<file path="src/rtl/accumulation_writeback.sv">
// Drains the writeback bank of the accumulation buffer and streams it downstream.
// Reads are throttled so that FIFO occupancy plus the in-flight read never exceeds FIFO_DEPTH.
module accumulation_writeback #(
  parameter int DATA_WIDTH      = 64,
  parameter int BANK_ADDR_WIDTH = 7,
  parameter int BANK_DEPTH      = 128,
  parameter int FIFO_DEPTH      = 4
) (
  input  logic                       clk,
  input  logic                       rst,
  input  logic                       start,
  input  logic [BANK_ADDR_WIDTH:0]   num_words,
  output logic                       busy,
  output logic                       done,
  output logic                       ren_wb,
  output logic [BANK_ADDR_WIDTH-1:0] radr_wb,
  input  logic [DATA_WIDTH-1:0]      rdata_wb,
  output logic                       out_valid,
  input  logic                       out_ready,
  output logic [DATA_WIDTH-1:0]      out_data,
  output logic                       out_last
);

  localparam int CW  = BANK_ADDR_WIDTH + 1;
  localparam int PW  = $clog2(FIFO_DEPTH);
  localparam int FCW = PW + 1;
  localparam logic [CW-1:0]  DEPTH_C  = CW'(BANK_DEPTH);
  localparam logic [FCW-1:0] FDEPTH_C = FCW'(FIFO_DEPTH);

  typedef enum logic [1:0] {S_IDLE, S_READ, S_FLUSH, S_DONE} state_t;

  state_t            state_q, state_d;
  logic [CW-1:0]     count_q, count_d;
  logic [CW-1:0]     issued_q, issued_d;
  logic [CW-1:0]     clamped;
  logic              inflight_q;
  logic              inflight_last_q;
  logic [DATA_WIDTH:0] fifo_mem_q [FIFO_DEPTH];
  logic [PW-1:0]     wr_ptr_q, rd_ptr_q;
  logic [FCW-1:0]    fifo_cnt_q;
  logic [DATA_WIDTH:0] head;
  logic              push, pop, last_issue, head_last;

  // Each FIFO entry carries its data word plus a flag marking the final word of the drain.
  assign head      = fifo_mem_q[rd_ptr_q];
  assign head_last = head[DATA_WIDTH];
  assign out_valid = (fifo_cnt_q != '0);
  assign out_data  = out_valid ? head[DATA_WIDTH-1:0] : '0;
  assign out_last  = out_valid & head_last;
  assign pop       = out_valid & out_ready;
  assign push      = inflight_q;

  assign busy    = (state_q == S_READ) || (state_q == S_FLUSH);
  assign done    = (state_q == S_DONE);
  assign ren_wb  = (state_q == S_READ) && ((fifo_cnt_q + FCW'(inflight_q)) < FDEPTH_C);
  assign radr_wb = ren_wb ? issued_q[BANK_ADDR_WIDTH-1:0] : '0;
  assign clamped = (num_words > DEPTH_C) ? DEPTH_C : num_words;
  assign last_issue = ren_wb && (issued_q == (count_q - CW'(1)));

  always_comb begin
    state_d  = state_q;
    count_d  = count_q;
    issued_d = issued_q;
    case (state_q)
      S_IDLE: begin
        if (start) begin
          count_d  = clamped;
          issued_d = '0;
          state_d  = (clamped == '0) ? S_DONE : S_READ;
        end
      end
      S_READ: begin
        if (ren_wb) issued_d = issued_q + CW'(1);
        if (last_issue) state_d = S_FLUSH;
      end
      // The last-flagged word can only reach the head after every read has been issued.
      S_FLUSH: begin
        if (pop && head_last) state_d = S_DONE;
      end
      S_DONE:  state_d = S_IDLE;
      default: state_d = S_IDLE;
    endcase
  end

  always_ff @(posedge clk) begin
    if (rst) begin
      state_q         <= S_IDLE;
      count_q         <= '0;
      issued_q        <= '0;
      inflight_q      <= 1'b0;
      inflight_last_q <= 1'b0;
      wr_ptr_q        <= '0;
      rd_ptr_q        <= '0;
      fifo_cnt_q      <= '0;
    end else begin
      state_q         <= state_d;
      count_q         <= count_d;
      issued_q        <= issued_d;
      inflight_q      <= ren_wb;
      inflight_last_q <= last_issue;
      if (push) wr_ptr_q <= wr_ptr_q + PW'(1);
      if (pop)  rd_ptr_q <= rd_ptr_q + PW'(1);
      case ({push, pop})
        2'b10:   fifo_cnt_q <= fifo_cnt_q + FCW'(1);
        2'b01:   fifo_cnt_q <= fifo_cnt_q - FCW'(1);
        default: fifo_cnt_q <= fifo_cnt_q;
      endcase
    end
  end

  // Storage needs no reset; the pointers and count define which entries are live.
  always_ff @(posedge clk) begin
    if (push) fifo_mem_q[wr_ptr_q] <= {inflight_last_q, rdata_wb};
  end

endmodule

</file>
<file path="config.mk">
export PLATFORM = sky130hd
export DESIGN_NAME = accumulation_writeback
export DESIGN_NICKNAME = d
export VERILOG_FILES = /design/src/rtl/accumulation_writeback.sv
export SDC_FILE = /design/constraint.sdc
export NUM_CORES = 1
export LEC_CHECK = 0
export BUFFER_PORTS_ARGS = -buffer_cell sky130_fd_sc_hd__buf_2
export CORE_UTILIZATION = 40
export DETAILED_ROUTE_END_ITERATION = 7
export PLACE_DENSITY = 0.63
export SYNTH_ARGS = -nofsm -noshare
export SYNTH_HDL_FRONTEND = slang
export SYNTH_SLANG_ARGS = --single-unit
</file>
<file path="constraint.sdc">
create_clock -name clk -period 3.3 [get_ports clk]
set_input_delay 0.66 -clock clk [delete_from_list [all_inputs] [get_ports clk]]
set_output_delay 0.66 -clock clk [all_outputs]
set_load 0.02 [all_outputs]
</file>
# Yosys cells after proc, flatten, opt, wreduce, memory -nomap -nowiden
# Memories as Yosys holds them, arrays and structs flattened. A register that Yosys moved wholly into a read port is not among the register bits.
# Cells that the tools add are included.
# word_totals
ff_bits	27
latch_bits	0
ramBits	260
romBits	0
output_inout_bits	76
elab_cells	58
mem_count	1
# op_classes
n_addsub	7
mul	0
div	0
order_cmp	2
eq_ne	10
shifts	0
muxes	16
n_bitwise	2
reduce_logical	12
# mem_list
name	depth	width	rd	rd_clocked_by_memory_dff	wr	line	text
fifo_mem_q	4	65	1	1	1	38	logic [DATA_WIDTH:0] fifo_mem_q [FIFO_DEPTH];
# ops
op	n
$mux W64	1
$mux W8	3
$pmux W8 S2	1
$mux W2	6
$add A8 B1 Y8 const B	1
$eq A8 B8 Y1	1
$gt A8 B8 Y1 const B	1
$logic_not A8 Y1	1
$pmux W2 S4	1
$sub A8 B1 Y8 const B	1
$mux W7	1
$eq A2 B2 Y1 const B	3
$ne A2 B2 Y1 const B	3
$pmux W3 S2	1
$reduce_and A3 Y1	2
$add A2 B1 Y2 const B	2
$eq A2 B1 Y1 const B	2
$reduce_bool A2 Y1	2
$add A3 B1 Y3	1
$add A3 B1 Y3 const B	1
$logic_and A1 B1 Y1	3
$lt A3 B3 Y1 const B	1
$reduce_bool A3 Y1	1
$sub A3 B1 Y3 const B	1
6 further kinds	8

# Logic depth before layout (Yosys ltp)
# Gate-level depths: netlist of the first run.
# depth
word_depth	6
mapped_depth	10

# Worst setup path after synthesis of the first run
# No wires, ideal clock.
# synth_path
kind	flip-flop to flip-flop
from	register inflight_q
to	memory fifo_mem_q[0][0] (netlist name) (enable)
arrival_ps	2112
slack_ps	758
stages_incl_launch_ff	3
path_cell_list	dfxtp_1 clkbuf_1 and2_1
# synth_between
elab_chain_len	2
# synth_lines
item	line	text
start, declared	36	logic inflight_q;
start signal, assigned	99	inflight_q <= ren_wb;
$mux W1	113	if (push) fifo_mem_q[wr_ptr_q] <= {inflight_last_q, rdata_wb};
$mux W1 (implied by the code)	113	
end, declared	38	
# Every way passes these cells.

==> results_dict.tcl, run 1 <==
set metrics [dict create \
    status "finished clean" \
    h-tree-depth 1 \
    sw_frac_of_total_pct 27.9 \
    ant_nets 0 \
    relSlewSlack_pct 50.0 \
    tns_ns 0 \
    synth_xor_area_share_pct 1.53 \
    path_class "reg -> out" \
    seqCellArea_um2 8400 \
    syn_area_um2 11500 \
    antenna_found_initial 3 \
    synth.most_common_cell "edfxtp_1" \
    clock_sinks 289 \
    avgSynthCellArea_um2 18.7 \
    slew_violations 0 \
    netlist_instances 615 \
    die_area_um2 29400 \
    hold_path_class "in -> reg" \
    synth.mux.area_fraction_pct 13.0 \
    critPathCaptureType "output pin" \
    die_y_um 171 \
    cp_slowest_cell "dfxtp_4" \
    netlist.area_leader.share_pct 68.0 \
    place_congestion 0.761 \
    synth-seq-area-share_pct 73.0 \
    ys_ff_latch 289 \
    hold_viol 0 \
    intPower_uw 7300 \
    synthDistinctLibCells 43 \
    syn-num-nets 704 \
    grt_pass1_vias 6060 \
    rows 61 \
    wl_per_cell_um 18.9 \
    worst-endpoint-arrival_ns 2.35 \
    period_minus_slack_ns 3.01 \
    synth_top_family_by_area "multiplexers" \
    io_pins 152 \
    clock_power_share_pct 33.9 \
    num_vias 5884 \
    ir_worst_vdd_uv 405 \
    utilization_pct 49.3 \
    fin_worst_skew_ns 0.0171 \
    async_flop_share_pct 0 \
    fmax_mhz 333 \
    crit_path_max_incr_delay_ns 0.62 \
    synthAdderAreaFrac_pct 1.48 \
    cp_data_required_time_ns 2.64 \
    clock_path_buffers 3 \
    cp-start-kind "flip-flop" \
    rsz0062_at_grt "no" \
    clk_pin_slew_ns 0.06 \
    tightest_slew_ns 0.749 \
    synth_edf_count 260 \
    cts_tree "built" \
    yosys.area_share.simple_pct 7.62 \
    initialDrtViolationCount 326 \
    fillCellCount 2361 \
    io_buffers 151 \
    grt_pass1_wl_mm 34.3 \
    dp_hpwl_mm 13.9 \
    sequentialPowerShare_pct 43.0 \
    path_max_fanout 19 \
    power_density_nw_per_um2 734 \
    grt-ovfl-total 0 \
    synth_common_cells "edfxtp_1, and2_1, mux4_2" \
    grt_max_degree 49 \
    ys_warn_count 0 \
    multiInputGateArea_um2 2930 \
    nets 868 \
    die_w_um 171 \
    cts_root_buffer "clkbuf_16" \
    combPwrFrac_pct 23.1 \
    core_um2 28000 \
    drive_gt1_share_pct 34.9 \
    place_ws_ns 0.770 \
    synthFlopType "edfxtp_1" \
    fin_crit_sh_pct 91.1 \
    layout_setup_ws_ns 0.294 \
    cts_setup_buffers 0 \
    initial_utilization_pct 41.0 \
    setup_viol_count_final 0 \
    ctsResizeCount 0 \
    routed_wl_mm 22.3 \
    dr.pass1.iters 4 \
    cap_violations 0 \
    hold_buffers 0 \
    crit_chain "buf_4, mux4_2, and2_1, buf_2" \
    area_growth_pct 20.1 \
    switchingPower_uw 2820 \
    synthTopCellsByArea "edfxtp_1, mux4_2, dfxtp_1, and2_1, ha_1" \
    via_per_inst 4.97 \
    synth_area_leader_cell "edfxtp_1" \
    p_leak_uw 0.00481 \
    cts_made_buffers 31 \
    drc 0 \
    synth_compound_area_share_pct 1.79 \
    clk_latency_ns 0.55 \
    grt_use_total_pct 15.4 \
]
state kept, by name, indices dropped and copies added (netlist names), named ones only:
name / cells
inflight_last_q: 1
fifo_cnt_q: 3
fifo_mem_q: 260
state_q: 2
count_q: 8
rd_ptr_q: 2
issued_q: 8
inflight_q: 1
wr_ptr_q: 2
power groups by stage:
stage	Combinational (uW)	Sequential, uW	Clock [uW]
detailed placement	2390	4430	0
floorplan	1670	4350	0
global placement	2380	4430	0
finish	2340	4350	3440
CTS	2400	4360	3520
global route	2570	4380	3670
kinds of logic after synthesis:
group,count (synthesis)
fa+ha+maj,13
flops,289
simple gates,150
compound gates,32
xor+xnor,20
buf+inv,43
mux,68
routing by layer:
| layer | GRT usage, % | vias up | routed length (um) |
|---|---|---|---|
| met3 | 3.68 | 36 | 1520 |
| met5 | 0 | - | 22 |
| met2 | 26.2 | 151 | 11000 |
| li1 | - | 2740 | - |
| met1 | 20.0 | 2953 | 9470 |
| met4 | 3.45 | 4 | 337 |
through the flow:
stage	area (um2)	power (uW)	hold WS, ns	instances
6_report	13800	10100	0.321	1184
5_1_grt	13800	10600	0.290	1180
4_1_cts	13800	10300	0.296	1180
3_5_place_dp	12800	6820	0.468	1124
3_3_place_gp	12800	6800	0.459	1124
2_1_floorplan	11500	6020	0.438	615
critical path, delay by kind of cell (launching register included):
kind                   cells  cell delay [ns]
and+or+nand+nor            1             0.18
DFF                        1             0.62
muxes                      1             0.51
buffers and inverters      2             0.48
layout by cell type (no fill, tap or decap), types with 4 or more instances in the layout:
master       n
ha_1        12
nand3_1      5
mux4_2      65
edfxtp_1   260
clkbuf_1     6
buf_12       7
and2_4       4
nor3_1       4
xnor2_1      9
nor3b_1      7
clkbuf_16   31
nor2_1      26
and2_1      74
bufinv_16    5
dfxtp_1     27
diode_2      4
inv_1       12
xor2_1      11
a31oi_1      4
a21oi_1     13
nand2_1      7
buf_2      151
buf_4        4
clkinv_1     9
layout make-up:
cell class                      count  share of cell area, %
Antenna cell                        4                 0.0726
Clock buffer                       37                   5.79
Clock inverter                     19                   1.57
Inverter                           12                  0.327
Multi-Input combinational cell    283                   21.2
Sequential cell                   289                   60.9
Tap cell                          378                   3.43
Timing Repair Buffer              162                   6.71
path summary, 6_finish.rpt:
kind                                    start           endpoint  slack, ns  cells after the start
worst max-delay path                flip-flop       out_data[45]       0.29                      4
worst min-delay path             rdata_wb[23]  fifo_mem_q[1][23]       0.32                      1
worst max register to register  fifo_cnt_q[0]      fifo_cnt_q[2]       0.80                      8
worst min register to register     count_q[7]         count_q[7]       0.47                      2
(Power assumes the default switching activity.)
==> run 2: changes to the inputs <==
CORE_UTILIZATION = 57   (was 40)
PLACE_DENSITY = 0.83   (was 0.63)
==> results_dict.tcl, run 2 (synthesis gave the netlist of run 1 again) <==
set metrics [dict create \
    worst-endpoint-arrival_ns 2.33 \
    via_per_inst 5.65 \
    cts_made_buffers 28 \
    critPathBufInv 2 \
    grt_pass1_wl_mm 32.8 \
    ctsResizeCount 0 \
    top_layer_used "met5" \
    nets 858 \
    fin_crit_sh_pct 90.6 \
    wl_met2_mm 10.8 \
    cts_setup_buffers 0 \
    ant_nets 0 \
    top_register "fifo_mem_q" \
    tightest_slew_ns 1.02 \
    met3_length_mm 1.41 \
    relSlewSlack_pct 32.2 \
    fin_total_pwr_uw 9790 \
    ir_worst_vdd_uv 400 \
    critPathCaptureType "output pin" \
    status "finished clean" \
    grt_max_degree 66 \
    slew_violations 0 \
    cts_tree "built" \
    path_delay_family "simple AND/OR/NAND/NOR gates" \
    cts_root_buffer "clkbuf_16" \
    drive_gt1_share_pct 34.9 \
    wl_met1_mm 8.46 \
    cp_data_required_time_ns 2.64 \
    path_max_fanout 38 \
    core_um2 19600 \
    dr.pass1.iters 5 \
    cp_slowest_cell "or3_2" \
    initialDrtViolationCount 350 \
    h-tree-depth 1 \
    period_minus_slack_ns 2.99 \
    hold_buffers 0 \
    cp-start-kind "flip-flop" \
    place_congestion 0.905 \
    clk_pin_slew_ns 0.06 \
    crit_path_max_incr_delay_ns 0.76 \
    cap_violations 0 \
    grt_use_total_pct 21.0 \
    wl_per_cell_um 20.0 \
    path_class "reg -> out" \
    rows 51 \
    die_w_um 144 \
    holdWs_ns 0.352 \
    clock_sinks 289 \
    hold_path_class "in -> reg" \
    grt_pass1_vias 6297 \
    final_common_cell "edfxtp_1" \
    dp_hpwl_mm 12.9 \
    p_leak_uw 0.00473 \
    power_density_nw_per_um2 727 \
    drc 0 \
    setup_viol_count_final 0 \
    io_pins 152 \
    crit_chain "or3_2, buf_4, and2_1, buf_2" \
    routed_wl_mm 21.2 \
    num_vias 5973 \
    hold_viol 0 \
    fmax_mhz 335 \
    die_area_um2 20700 \
    layout_common_cells "edfxtp_1, buf_2, and2_1" \
    grt-ovfl-total 0 \
    io_buffers 151 \
    clk_latency_ns 0.52 \
    die_y_um 144 \
    clock_path_buffers 3 \
    rsz0062_at_grt "no" \
    tns_ns 0 \
    reg.largest.list "fifo_mem_q x260, count_q x8, issued_q x8" \
    antenna_found_initial 4 \
    area_growth_pct 17.3 \
    fin_worst_skew_ns 0.00654 \
    largest_reg_flops 260 \
    initial_utilization_pct 58.6 \
]
==> run 2: cell types whose count changed in the layout (fill, tap and decap cells not counted), sizes merged <==
cell and delta:
buf -7, bufinv -3, clkbuf +3, clkinv -3
diode -2, inv -1
==> run 2: final cells by class <==
cell class	count	area, um2
Sequential cell	289	8400
Tap cell	265	332
Clock buffer	40	827
Multi-Input combinational cell	283	2930
Fill cell	1267	6110
Inverter	12	45.0
Timing Repair Buffer	155	823
Clock inverter	12	116
Antenna cell	2	5.00
==> run 2: worst paths after layout <==
| kind | start | endpoint | slack, ns | cells after the start |
|---|---|---|---|---|
| worst max-delay path | fifo_cnt_q[0] | out_data[55] | 0.31 | 4 |
| worst min-delay path | rdata_wb[40] | fifo_mem_q[0][40] | 0.35 | 1 |
| worst max register to register | fifo_cnt_q[0] | fifo_cnt_q[2] | 0.79 | 8 |
| worst min register to register | count_q[7] | count_q[7] | 0.48 | 2 |
==> run 2: report_power, final <==
group / switching, uW / internal, uW / total (uW)
combinational: 1350 / 958 / 2300
clock: 1270 / 1900 / 3170
sequential: 105 / 4210 / 4320
total: 2720 / 7070 / 9790
==> run 2: routing by layer <==
layer,up-vias,global-route usage [%]
met3,40,4.13
met5,-,0
met2,208,37.5
li1,2711,-
met4,4,6.61
met1,3010,25.8
==> run 2: per-stage QoR <==
step / worst slack [ns] / cell area, um2 / util (%) / cells
floorplan: 0.758 / 11500 / - / 615
global route: 0.184 / 13500 / 68.8 / 1058
CTS: 0.274 / 13500 / 68.8 / 1056
finish: 0.311 / 13500 / 68.8 / 1058
detailed placement: 0.755 / 12500 / 63.9 / 1004
global placement: 0.880 / 12500 / 63.9 / 1004
